==> src/rtl/controller_uart1_tx_pkg.sv <==
// ============================================================================
// Module      : controller_uart1_tx_pkg
// Description : Shared types and constants for the uart1 transmitter:
//               serializer state encoding, register addresses, STATUS bits.
// Revision    : 1.0 - initial release
// ============================================================================
`default_nettype none

package controller_uart1_tx_pkg;

  // Serializer states; two bits cover all four.
  typedef enum logic [1:0] {
    ST_IDLE  = 2'd0,
    ST_START = 2'd1,
    ST_DATA  = 2'd2,
    ST_STOP  = 2'd3
  } tx_state_e;

  // Avalon word addresses
  localparam logic [1:0] ADDR_DATA   = 2'd0;
  localparam logic [1:0] ADDR_STATUS = 2'd1;

  // STATUS register bit positions
  localparam int STAT_BUSY  = 0;
  localparam int STAT_FULL  = 1;
  localparam int STAT_EMPTY = 2;
  localparam int STAT_OVF   = 3;

endpackage

`default_nettype wire

==> src/rtl/controller_uart1_tx_fifo.sv <==
// ============================================================================
// Module      : controller_uart1_tx_fifo
// Description : Synchronous byte FIFO holding 2**COUNT_W-1 entries. Occupancy
//               is tracked by an explicit counter; full/empty come from it.
// Revision    : 1.0 - initial release
// ============================================================================
`default_nettype none

module controller_uart1_tx_fifo #(
  parameter int COUNT_W = 3
) (
  input  logic               clk,
  input  logic               reset_n,
  input  logic               push,
  input  logic [7:0]         din,
  input  logic               pop,
  output logic [7:0]         dout,
  output logic [COUNT_W-1:0] count,
  output logic               full,
  output logic               empty,
  output logic               push_ok
);

  localparam int                 SLOTS     = 2 ** COUNT_W;
  localparam logic [COUNT_W-1:0] MAX_COUNT = COUNT_W'(SLOTS - 1);

  logic [7:0]         mem_q [SLOTS];
  logic [7:0]         mem_d [SLOTS];
  logic [COUNT_W-1:0] wr_ptr_q, wr_ptr_d;
  logic [COUNT_W-1:0] rd_ptr_q, rd_ptr_d;
  logic [COUNT_W-1:0] count_q, count_d;
  logic               pop_ok;

  assign full  = (count_q == MAX_COUNT);
  assign empty = (count_q == '0);
  assign count = count_q;
  assign dout  = mem_q[rd_ptr_q];

  // A simultaneous pop frees a slot, so a push into a full FIFO still lands.
  assign push_ok = push & (~full | pop);
  assign pop_ok  = pop & ~empty;

  // Next pointers, occupancy and storage contents.
  always_comb begin
    mem_d    = mem_q;
    wr_ptr_d = wr_ptr_q;
    rd_ptr_d = rd_ptr_q;
    count_d  = count_q;
    if (push_ok) begin
      mem_d[wr_ptr_q] = din;
      wr_ptr_d        = wr_ptr_q + 1'b1;
    end
    if (pop_ok) begin
      rd_ptr_d = rd_ptr_q + 1'b1;
    end
    case ({push_ok, pop_ok})
      2'b10:   count_d = count_q + 1'b1;
      2'b01:   count_d = count_q - 1'b1;
      default: count_d = count_q;
    endcase
  end

  // Pointer and occupancy registers; reset empties the FIFO.
  always_ff @(posedge clk) begin
    if (!reset_n) begin
      wr_ptr_q <= '0;
      rd_ptr_q <= '0;
      count_q  <= '0;
    end else begin
      wr_ptr_q <= wr_ptr_d;
      rd_ptr_q <= rd_ptr_d;
      count_q  <= count_d;
    end
  end

  // Storage array; contents are don't-care until written.
  always_ff @(posedge clk) begin
    mem_q <= mem_d;
  end

endmodule

`default_nettype wire

==> src/rtl/controller_uart1_tx.sv <==
// ============================================================================
// Module      : controller_uart1_tx
// Description : Avalon-MM slave 8N1 UART transmitter. Bytes written to DATA
//               are queued in a small FIFO and shifted out LSB first on txd.
// Revision    : 1.0 - initial release
// ============================================================================
`default_nettype none

module controller_uart1_tx
  import controller_uart1_tx_pkg::*;
#(
  parameter int CLK_DIV = 434,
  parameter int COUNT_W = 3
) (
  input  logic               clk,
  input  logic               reset_n,
  input  logic [1:0]         address,
  input  logic               chipselect,
  input  logic               write_n,
  input  logic [31:0]        writedata,
  output logic [31:0]        readdata,
  output logic               txd,
  output logic [COUNT_W-1:0] tx_count,
  output logic               tx_busy
);

  localparam int                BAUD_W    = $clog2(CLK_DIV);
  localparam logic [BAUD_W-1:0] BAUD_LAST = BAUD_W'(CLK_DIV - 1);

  tx_state_e         state_q, state_d;
  logic [BAUD_W-1:0] baud_q, baud_d;
  logic [2:0]        bit_idx_q, bit_idx_d;
  logic [7:0]        shift_q, shift_d;
  logic              txd_q, txd_d;
  logic              overflow_q, overflow_d;
  logic [31:0]       readdata_q, readdata_d;

  logic              wr;
  logic              push;
  logic              clr_ovf;
  logic              pop;
  logic              baud_tick;
  logic [BAUD_W-1:0] baud_next;
  logic [7:0]        fifo_dout;
  logic              fifo_full;
  logic              fifo_empty;
  logic              push_ok;
  logic [31:0]       status;
  logic              unused_wdata;

  assign wr        = chipselect & ~write_n;
  assign push      = wr & (address == ADDR_DATA);
  assign clr_ovf   = wr & (address == ADDR_STATUS);
  assign baud_tick = (baud_q == BAUD_LAST);
  assign baud_next = baud_tick ? '0 : baud_q + 1'b1;

  // Only the low byte of a DATA write is meaningful.
  assign unused_wdata = ^writedata[31:8];

  controller_uart1_tx_fifo #(
    .COUNT_W (COUNT_W)
  ) u_fifo (
    .clk     (clk),
    .reset_n (reset_n),
    .push    (push),
    .din     (writedata[7:0]),
    .pop     (pop),
    .dout    (fifo_dout),
    .count   (tx_count),
    .full    (fifo_full),
    .empty   (fifo_empty),
    .push_ok (push_ok)
  );

  // Serializer next-state: frame sequencing, baud timing, FIFO pop, txd level.
  always_comb begin
    state_d   = state_q;
    baud_d    = baud_q;
    bit_idx_d = bit_idx_q;
    shift_d   = shift_q;
    pop       = 1'b0;
    txd_d     = 1'b1;
    case (state_q)
      ST_IDLE: begin
        baud_d = '0;
        if (!fifo_empty) begin
          pop     = 1'b1;
          shift_d = fifo_dout;
          state_d = ST_START;
        end
      end
      ST_START: begin
        txd_d  = 1'b0;
        baud_d = baud_next;
        if (baud_tick) begin
          bit_idx_d = 3'd0;
          state_d   = ST_DATA;
        end
      end
      ST_DATA: begin
        txd_d  = shift_q[bit_idx_q];
        baud_d = baud_next;
        if (baud_tick) begin
          if (bit_idx_q == 3'd7) begin
            state_d = ST_STOP;
          end else begin
            bit_idx_d = bit_idx_q + 1'b1;
          end
        end
      end
      ST_STOP: begin
        txd_d  = 1'b1;
        baud_d = baud_next;
        if (baud_tick) begin
          // Chain straight into the next frame so queued bytes leave gap-free.
          if (!fifo_empty) begin
            pop     = 1'b1;
            shift_d = fifo_dout;
            state_d = ST_START;
          end else begin
            state_d = ST_IDLE;
          end
        end
      end
      default: begin
        state_d = ST_IDLE;
      end
    endcase
  end

  // Sticky overflow on a dropped push; a STATUS write clears it and wins a tie.
  always_comb begin
    overflow_d = overflow_q;
    if (push && !push_ok) begin
      overflow_d = 1'b1;
    end
    if (clr_ovf) begin
      overflow_d = 1'b0;
    end
  end

  // Read mux, registered every cycle from the current address.
  always_comb begin
    status             = '0;
    status[STAT_BUSY]  = tx_busy;
    status[STAT_FULL]  = fifo_full;
    status[STAT_EMPTY] = fifo_empty;
    status[STAT_OVF]   = overflow_q;
    case (address)
      ADDR_DATA:   readdata_d = 32'(tx_count);
      ADDR_STATUS: readdata_d = status;
      default:     readdata_d = '0;
    endcase
  end

  // State, datapath and bus registers; reset aborts any frame in flight.
  always_ff @(posedge clk) begin
    if (!reset_n) begin
      state_q    <= ST_IDLE;
      baud_q     <= '0;
      bit_idx_q  <= '0;
      shift_q    <= '0;
      txd_q      <= 1'b1;
      overflow_q <= 1'b0;
      readdata_q <= '0;
    end else begin
      state_q    <= state_d;
      baud_q     <= baud_d;
      bit_idx_q  <= bit_idx_d;
      shift_q    <= shift_d;
      txd_q      <= txd_d;
      overflow_q <= overflow_d;
      readdata_q <= readdata_d;
    end
  end

  assign tx_busy  = (state_q != ST_IDLE);
  assign txd      = txd_q;
  assign readdata = readdata_q;

endmodule

`default_nettype wire

==> config.mk <==
export PLATFORM = sky130hd
export DESIGN_NAME = controller_uart1_tx
export DESIGN_NICKNAME = d
export VERILOG_FILES = /design/src/rtl/controller_uart1_tx_pkg.sv /design/src/rtl/controller_uart1_tx_fifo.sv /design/src/rtl/controller_uart1_tx.sv
export SDC_FILE = /design/constraint.sdc
export NUM_CORES = 1
export LEC_CHECK = 0
export ABC_AREA = 1
export BUFFER_PORTS_ARGS = -buffer_cell sky130_fd_sc_hd__buf_2
export CORE_MARGIN = 2
export CORE_UTILIZATION = 25
export CTS_BUF_LIST = sky130_fd_sc_hd__clkbuf_4 sky130_fd_sc_hd__clkbuf_8
export CTS_CLUSTER_SIZE = 8
export DETAILED_ROUTE_END_ITERATION = 10
export SLEW_MARGIN = 20
export SYNTH_ARGS = -nofsm -noshare
export SYNTH_HDL_FRONTEND = slang
export SYNTH_SLANG_ARGS = --single-unit
==> constraint.sdc <==
create_clock -name clk -period 7.01 [get_ports clk]
set_input_delay 1.0515 -clock clk [delete_from_list [all_inputs] [get_ports clk]]
set_output_delay 1.0515 -clock clk [all_outputs]
set_load 0.03 [all_outputs]
# Word-level counts from Yosys, hierarchy flattened
# Index checks and enable logic that the tools add are counted.
[totals] reg_bits=129 out_inout_bits=37 wordCells=100 input_bits=38 romBits=0 n_memories=0 latch_bits=0 ramBits=0
[classes] mux=30 shift=0 bitwise=12 n_mul=0 addsub=6 n_div=0 eq_ne=15 magnitude_cmp=4 n_reduce_logical=15
[op_table] cell="64-bit bitwise mux" count=1
[op_table] cell="8-bit 2-to-1 mux" count=5
[op_table] cell="8-bit binary-select mux with 3-bit select" count=1
[op_table] cell="8-bit demux with 3-bit select" count=1
[op_table] cell="9-bit case mux with 2 select lines" count=1
[op_table] cell="8-bit case mux with 2 select lines" count=1
[op_table] cell="3-bit by 1-bit adder with 3-bit output (second input constant)" count=4
[op_table] cell="2-bit inequality test (second input constant)" count=6
[op_table] cell="3-bit case mux with 2 select lines" count=2
[op_table] cell="2-bit 2-to-1 mux" count=5
[op_table] cell="9-bit by 1-bit adder with 9-bit output (second input constant)" count=1
[op_table] cell="9-bit == test (second input constant)" count=1
[op_table] cell="3-bit 2-to-1 mux" count=3
[op_table] cell="9-bit 2-to-1 mux" count=1
[op_table] cell="4-bit >= comparator (second input constant)" count=2
[op_table] cell="3-bit NOT with 4-bit output" count=2
[op_table] cell="2-bit case mux with 4 select lines" count=1
[op_table] cell="4-bit case mux with 2 select lines" count=1
[op_table] cell="2-bit nonzero test" count=4
[op_table] cell="2-bit by 1-bit == test with 1-bit output (second input constant)" count=3
[op_table] cell="2-bit == test (second input constant)" count=3
[op_table] cell="3-bit == test (second input constant)" count=2
[op_table] cell="1-bit AND" count=5
[op_table] cell="5-bit AND reduction" count=1
[op_table] cell="other kinds (16)" count=25

# Depth between registers and ports, before layout
# Gate-level depths: netlist of the first run.
[depth] ltp_word=8 depth_mapped=16 depth_no_buf=16

# Cells and area by module
# From an unflattened synthesis of the first run, not the netlist that was laid out.
[unflattened] hier_cells=570 area_unflattened_um2=4969.8
[modules_own_cells] mod="controller_uart1_tx_fifo" area_per_inst_um2=3308.2 cells_each=345 seq_area_each_um2=2102.0 instances=1
[modules_own_cells] mod="controller_uart1_tx" area_per_inst_um2=1661.6 cells_each=225 seq_area_each_um2=560.5 instances=1

# Worst setup path before layout of the first run
# Ideal clock, no wire load.
[synth_path] path_kind="input to register" start="input port address[0]" end="register u_fifo.count_q[1], in the netlist u_fifo.count[1]" cell_stages=8 setup_slack_ps=4477 t_arrival_ps=2463 setup_ps=70 path_buffers=0 required_ps=6940 path_cell_list="inv_2 -> nand2_1 -> nor2_1 -> nand2_4 -> ha_1 -> inv_1 -> fa_1 -> a21oi_1"
[synth_between] elab_chain_cells=5 word_cells_on_any_way=7 cone_classes="2 x eq/ne; 1 x mux; 2 x bitwise; 2 x reduce/logical"
[synth_lines] item="start, declared" line="controller_uart1_tx.sv:17" rtl="input logic [1:0] address,"
[synth_lines] item="2-bit logical NOT *" line="controller_uart1_tx.sv:52" rtl="assign push = wr & (address == ADDR_DATA);"
[synth_lines] item="1-bit AND *" line="controller_uart1_tx.sv:52"
[synth_lines] item="1-bit AND *" line="controller_uart1_tx_fifo.sv:40" rtl="assign push_ok = push & (~full | pop);"
[synth_lines] item="2-bit by 1-bit == test with 1-bit output / 2-bit == test (equally long branches)" line="controller_uart1_tx_fifo.sv:56" rtl="case ({push_ok, pop_ok})"
[synth_lines] item="3-bit case mux with 2 select lines / 2-bit nonzero test (equally long branches)"
[synth_lines] item="end signal, assigned" line="controller_uart1_tx_fifo.sv:72" rtl="count_q <= count_d;"
[synth_lines] item="end, declared" line="controller_uart1_tx_fifo.sv:31" rtl="logic [COUNT_W-1:0] count_q, count_d;"
# Every way passes the cells marked *; elsewhere a longest branch is shown, timed or not.
# A chain may end at the register's enable or synchronous reset.

# Worst setup path after layout of the first run
[layout_path] start="input port address[0]" end="register u_fifo.mem_q[19] (netlist bit) (enable)"
[layout_between] elab_chain_cells=3
[layout_lines] item="2-bit logical NOT" line="controller_uart1_tx.sv:52"
[layout_lines] item="1-bit AND" line="controller_uart1_tx.sv:52"
[layout_lines] item="1-bit AND" line="controller_uart1_tx_fifo.sv:40"
[layout_lines] item="end signal, assigned" line="controller_uart1_tx_fifo.sv:78" rtl="mem_q <= mem_d;"
[layout_lines] item="end, declared" line="controller_uart1_tx_fifo.sv:27" rtl="logic [7:0] mem_q [SLOTS];"
# No other way between the ends.

==> results.py, run 1 <==
metrics = {
    "pwr": {
        "powerDensity_mw_per_mm2": 299,
        "cellLeakagePower_nw": 1.81,
        "vdd_drop_max_uv": 134,
        "finalPower_mw": 1.50,
    },
    "drt": {
        "vias": 3083,
        "wl_per_cell_um": 12.4,
        "drt_first_iter_violations": 187,
        "vias_per_cell": 4.34,
        "drt_first_pass_iters": 6,
        "drc": 0,
        "drt_wl_total_mm": 8.80,
        "drtAntennaViolNets": 0,
    },
    "synthesis": {
        "yosys_warnings": 0,
        "synth.top_cells.by_area": "edfxtp_1 42%, dfxtp_1 16%, nand2_1 5.9%",
        "synth_common_cells": "72 x nand2_1, 64 x edfxtp_1, 52 x nor2_1, 37 x dfxtp_1, 28 x buf_4",
        "synth_top_area_share_pct": 42.0,
        "synth_edf_count": 64,
        "yosys_register_bits": 101,
        "ys_seq_area_share_pct": 58.2,
        "yosys.cell_count.top_type": "nand2_1",
        "syn_area_per_cell_um2": 10.0,
        "synthFlopType": "edfxtp_1",
        "async_flop_share_pct": 0,
        "synth_cell_type_count": 41,
        "yosys.area.top_type": "edfxtp_1",
        "synth_area_mm2": 0.00457,
        "syn_inst": 457,
    },
    "layout": {
        "finalNonFillerCells": 710,
        "final_area_mm2": 0.00500,
        "drive_gt1_share_pct": 13.9,
        "area_delta_synth_final_pct": 9.28,
        "final_nets": 529,
        "antenna_cells": 0,
        "nFillCells": 1892,
        "final_core_util_pct": 27.8,
    },
    "clocking": {
        "cts_tree": "built",
        "clk_pin_slew_ns": 0.09,
        "cts_sinks": 101,
        "post_cts_buffers": 0,
        "hold_buffers": 0,
        "cts_buffer_depth": 2,
        "clk-insertion-delay-late_ns": 0.37,
        "post_cts_resized": 0,
        "root_buffer": "clkbuf_8",
        "numCtsBuffers": 9,
        "htreeDepth": 3,
    },
    "timing": {
        "worst_pin_slew_ns": 0.931,
        "setup_viol": 0,
        "slew_headroom_pct": 37.7,
        "tns_ns": 0,
        "period_share_pct": 38.0,
        "hold_viol": 0,
        "grt_setup_unrepaired": "no",
        "max_freq_ghz": 0.375,
        "final-max-slew-violation-count": 0,
        "skew_ns": 0.0109,
        "hold_ws_ns": 0.462,
        "period_needed_ns": 2.67,
        "finalWorstSetupSlack_ns": 4.34,
    },
    "floorplan": {
        "initial_utilization_pct": 25.5,
        "rows": 49,
        "io_pins": 75,
        "coreArea_mm2": 0.0180,
        "die_y_um": 139,
        "die-area_mm2": 0.0194,
        "die_w_um": 139,
    },
    "placed_design": {
        "port_buffers": 22,
        "gp_congestion": 0.746,
        "pre_cts_ws_ns": 3.88,
        "placed_area_mm2": 0.00481,
        "placed_cells": 696,
        "place_hpwl_mm": 5.85,
    },
    "hold_path": {
        "hp-class": "reg -> reg",
    },
    "global_routing": {
        "gr-total-overflow": 0,
        "grt_max_degree": 37,
        "grt_pass1_wl_mm": 14.7,
        "antenna_found_initial": 0,
        "grt.total_usage_pct": 9.56,
        "grt_pass1_vias": 2954,
    },
    "setup_path": {
        "crit_type": "in -> reg",
        "path_max_fanout": 8,
        "worstPathRequired_ns": 7.01,
        "cp-start-kind": "input port",
        "worstSetupEndpointType": "flop",
        "cp.arrival_ns": 2.67,
    },
    "outcome": {
        "status": "complete, no violations",
    },
    "flow_run": {
        "maxCapViolCount": 0,
    },
}
-- metal layers --
metal  share of wire [%]  up-vias  global-route usage (%)  wire length [um]
met2                  50       73                    16.5              4430
met3                 4.5       15                    2.00               394
met1                  43     1449                    11.5              3800
met4                 2.0        0                    4.36               178
li1                    -     1546                       -                 -
met5                   0        -                       0                 0
-- cells in the final DEF, fill, tap and decap left out, types with 19 or more instances in the layout --
cell / synthesis / routed
nand2_1: 72 / 72
edfxtp_1: 64 / 64
nor2_1: 52 / 52
dfxtp_1: 37 / 37
conb_1: 1 / 28
inv_1: 27 / 27
a21oi_1: 27 / 27
o21ai_0: 25 / 25
buf_2: 9 / 22
o21ai_1: 19 / 19
-- area by class of cell --
type	count	area, um^2	area share, %
clock buffer	9	124	2.48
clock inverter	5	61.3	1.23
inverter	38	143	2.86
multi-input combinational	305	1600	32.1
sequential	101	2660	53.3
tap	229	287	5.74
timing repair buffer	23	118	2.35
-- power by group --
| part | switching, mW | leakage, nW | internal (mW) |
|---|---|---|---|
| clock | 0.199 | 0.0921 | 0.163 |
| combinational | 0.301 | 0.843 | 0.130 |
| sequential | 0.0330 | 0.876 | 0.670 |
| total | 0.532 | 1.81 | 0.963 |
-- flip-flops by register name, indices dropped and copies added, names as in the netlist, 3 cells and up --
register / flops
shift_q: 8
readdata: 4
u_fifo.count: 3
baud_q: 9
u_fifo.rd_ptr_q: 3
bit_idx_q: 3
u_fifo.mem_q: 64
u_fifo.wr_ptr_q: 3
-- critical path: stages --
cell and delay (ns):
buf_2 0.12, inv_2 0.08, nand2_1 0.07, nor2_1 0.41, nand3_2 0.19, nor2_1 0.74
-- kinds of logic (layout without fill, tap and decap cells) --
| kind of cell | count (synthesis) | in the layout | share of synthesized area, % |
|---|---|---|---|
| xor gates and xnor gates | 2 | 2 | 0.383 |
| DFF | 101 | 101 | 58.2 |
| buffers and inverters | 78 | 75 | 8.95 |
| adders and majority gates | 13 | 13 | 3.72 |
| AOI/OAI and AO/OA | 101 | 101 | 12.4 |
| other | 1 | 28 | 0.0820 |
| and+or+nand+nor | 161 | 161 | 16.2 |
-- path summary, 6_finish.rpt --
check                                 endpoint  cells past startpoint  slack (ns)                     from
setup reg to reg  u_fifo.count[2]$_SDFFE_PN0P_                     13        4.45  state_q[0]$_SDFFE_PN0P_
hold / removal         overflow_q$_SDFFE_PP0P_                      2        0.46  overflow_q$_SDFFE_PP0P_
setup / recovery    u_fifo.mem_q[19]$_DFFE_PP_                      6        4.34               address[0]
hold reg to reg        overflow_q$_SDFFE_PP0P_                      2        0.46  overflow_q$_SDFFE_PP0P_
Power figures use the tool's default switching activity.
==> run 2, diff against run 1 <==
- clock period: 7.01 -> 2.2 ns (I/O delays scaled with it)
==> run 2 against run 1 <==
Core utilization increased by 1.5 points. Sequential power grew to 3.2 times the previous value. Worst hold slack worse by 0.29 ns. Register-to-register slack worse by 4.3 ns. Via count up 3.1%. Critical path type is now reg -> reg. Largest power group unchanged. Highest routed layer unchanged.
==> results.py, run 2 (synthesis gave the netlist of run 1 again) <==
metrics = {
    "setup_path": {
        "startpoint": "baud_q[1]$_SDFF_PP0_",
        "path_cells": "inv_2 > ha_4 > nand2_2 > inv_2 > nand2_2 > nor2_4 > nand3_4 > nand2_4 > ha_4 > inv_4 > fa_2 > a21oi_2 > o21ai_1 > o21ai_1 > a21oi_1",
        "crit_type": "reg -> reg",
        "worstPathRequired_ns": 2.47,
        "worstSetupEndpointType": "flop",
        "slowest_stage": "fa_2",
        "path_max_fanout": 3,
        "cp-start-kind": "flop",
        "cp.arrival_ns": 2.37,
        "reg2reg_from": "baud_q[1]$_SDFF_PP0_",
        "max_stage_delay_ns": 0.39,
    },
    "outcome": {
        "status": "complete, no violations",
    },
    "floorplan": {
        "initial_utilization_pct": 25.5,
        "coreArea_mm2": 0.0180,
        "die_y_um": 139,
        "io_pins": 75,
        "rows": 49,
        "die-area_mm2": 0.0194,
        "die_w_um": 139,
    },
    "drt": {
        "vias_per_cell": 4.32,
        "top_layer_used": "met4",
        "drtAntennaViolNets": 0,
        "routed-wl-met3_um": 321,
        "drc": 0,
        "drt_wl_total_mm": 9.07,
        "vias": 3180,
        "drt_first_iter_violations": 218,
        "wl_met1_mm": 4.16,
        "wl_per_cell_um": 12.3,
        "drt_first_pass_iters": 4,
        "dr_wl_met2_mm": 4.39,
    },
    "pwr": {
        "cellLeakagePower_nw": 1.95,
        "vdd_drop_max_uv": 511,
        "powerDensity_mw_per_mm2": 944,
    },
    "clocking": {
        "cts_buffer_depth": 2,
        "clk_pin_slew_ns": 0.10,
        "clk-insertion-delay-late_ns": 0.38,
        "numCtsBuffers": 9,
        "post_cts_buffers": 0,
        "cts_sinks": 101,
        "htreeDepth": 3,
        "cts_tree": "built",
        "root_buffer": "clkbuf_8",
    },
    "placed_design": {
        "placed_cells": 720,
        "pre_cts_ws_ns": -0.00597,
        "gp_congestion": 0.823,
        "port_buffers": 22,
        "place_hpwl_mm": 6.05,
    },
    "timing": {
        "skew_ns": 0.0177,
        "slew_headroom_pct": 62.1,
        "setup_viol": 0,
        "worst_pin_slew_ns": 0.568,
        "max_freq_ghz": 0.478,
        "period_needed_ns": 2.09,
        "grt_setup_unrepaired": "no",
        "finalWorstSetupSlack_ns": 0.107,
        "final-max-slew-violation-count": 0,
        "hold_viol": 0,
        "period_share_pct": 95.1,
    },
    "layout": {
        "top_register": "u_fifo.mem_q",
        "mostFrequentLayoutCells": "71 x nand2_1, 64 x edfxtp_1, 52 x nor2_1",
        "drive_gt1_share_pct": 21.7,
        "finalNonFillerCells": 736,
        "final_common_cell": "nand2_1",
        "largestRegisters": "u_fifo.mem_q (64), baud_q (9), shift_q (8)",
        "largest_register_ffs": 64,
        "antenna_cells": 0,
        "final_nets": 553,
        "area_delta_synth_final_pct": 15.0,
        "nFillCells": 1895,
    },
    "hold_path": {
        "hp-class": "in -> reg",
        "min_from": "address[0]",
    },
    "global_routing": {
        "antenna_found_initial": 0,
        "grt_pass1_wl_mm": 14.4,
        "grt_pass1_vias": 2888,
        "grt.total_usage_pct": 9.51,
        "gr-total-overflow": 0,
        "grt_max_degree": 33,
    },
    "flow_run": {
        "maxCapViolCount": 0,
    },
}
run 2: cell count changes in the layout (fill, tap and decap cells not counted), moves of 4 or more:
cell	before	now
dfxtp_1	37	30
inv_8	0	4
inv_1	27	23
buf_4	1	24
dfxtp_2	0	7
run 2: path summary, 6_finish.rpt:
check                                 end  slack, ns  depth (start not counted)
min reg2reg        readdata[3]$_SDFF_PN0_       0.46                          2
max          u_fifo.count[2]$_SDFFE_PN0P_       0.11                         15
max reg2reg  u_fifo.count[2]$_SDFFE_PN0P_       0.11                         15
min                readdata[1]$_SDFF_PN0_       0.17                          2
run 2: worst max-delay path: cells and delay by family, from the launching register on:
family	cells	cell delay, ns
adder cells (fa/ha/maj)	3	0.65
AND/OR/NAND/NOR	5	0.48
AO/OA/AOI/OAI	4	0.38
flip-flops	1	0.34
buffers and inverters	3	0.14
run 2: layer usage:
metal | vias to the layer above | GRT usage (%)
li1 | 1597 | -
met3 | 17 | 1.86
met4 | 0 | 4.78
met2 | 68 | 15.7
met1 | 1498 | 11.9
met5 | - | 0
run 2: layout make-up:
cell class                 instances  area [um^2]  area share [%]
timing repair buffer              47          310            5.90
sequential                       101         2670            50.8
clock inverter                     6         61.3            1.17
tap                              229          287            5.45
inverter                          38          145            2.76
clock buffer                      10          131            2.50
multi-input combinational        305         1650            31.4
run 2: what timing repair did:
item	CTS	global route
gates cloned	0	0
resized for setup	1	15
hold buffers	0	0
pin swaps	1	7
setup endpoints to repair	1	1
run 2: through the flow:
stage	TNS, ns	hold slack (ns)	total power, mW	instance area [um^2]	util, %
2_1_floorplan	0	0.423	3.44	4690	-
3_3_place_gp	0	0.449	3.78	5020	28.0
3_5_place_dp	-0.00597	0.446	3.80	5020	28.0
4_1_cts	0	0.150	4.95	5220	29.0
5_1_grt	0	0.150	5.30	5260	29.3
6_report	0	0.169	4.97	5260	29.3
run 2: power by group:
group / internal (mW) / switching [mW]
clock network: 0.460 / 0.687
logic: 0.544 / 1.03
registers: 2.14 / 0.0962
total: 3.15 / 1.82
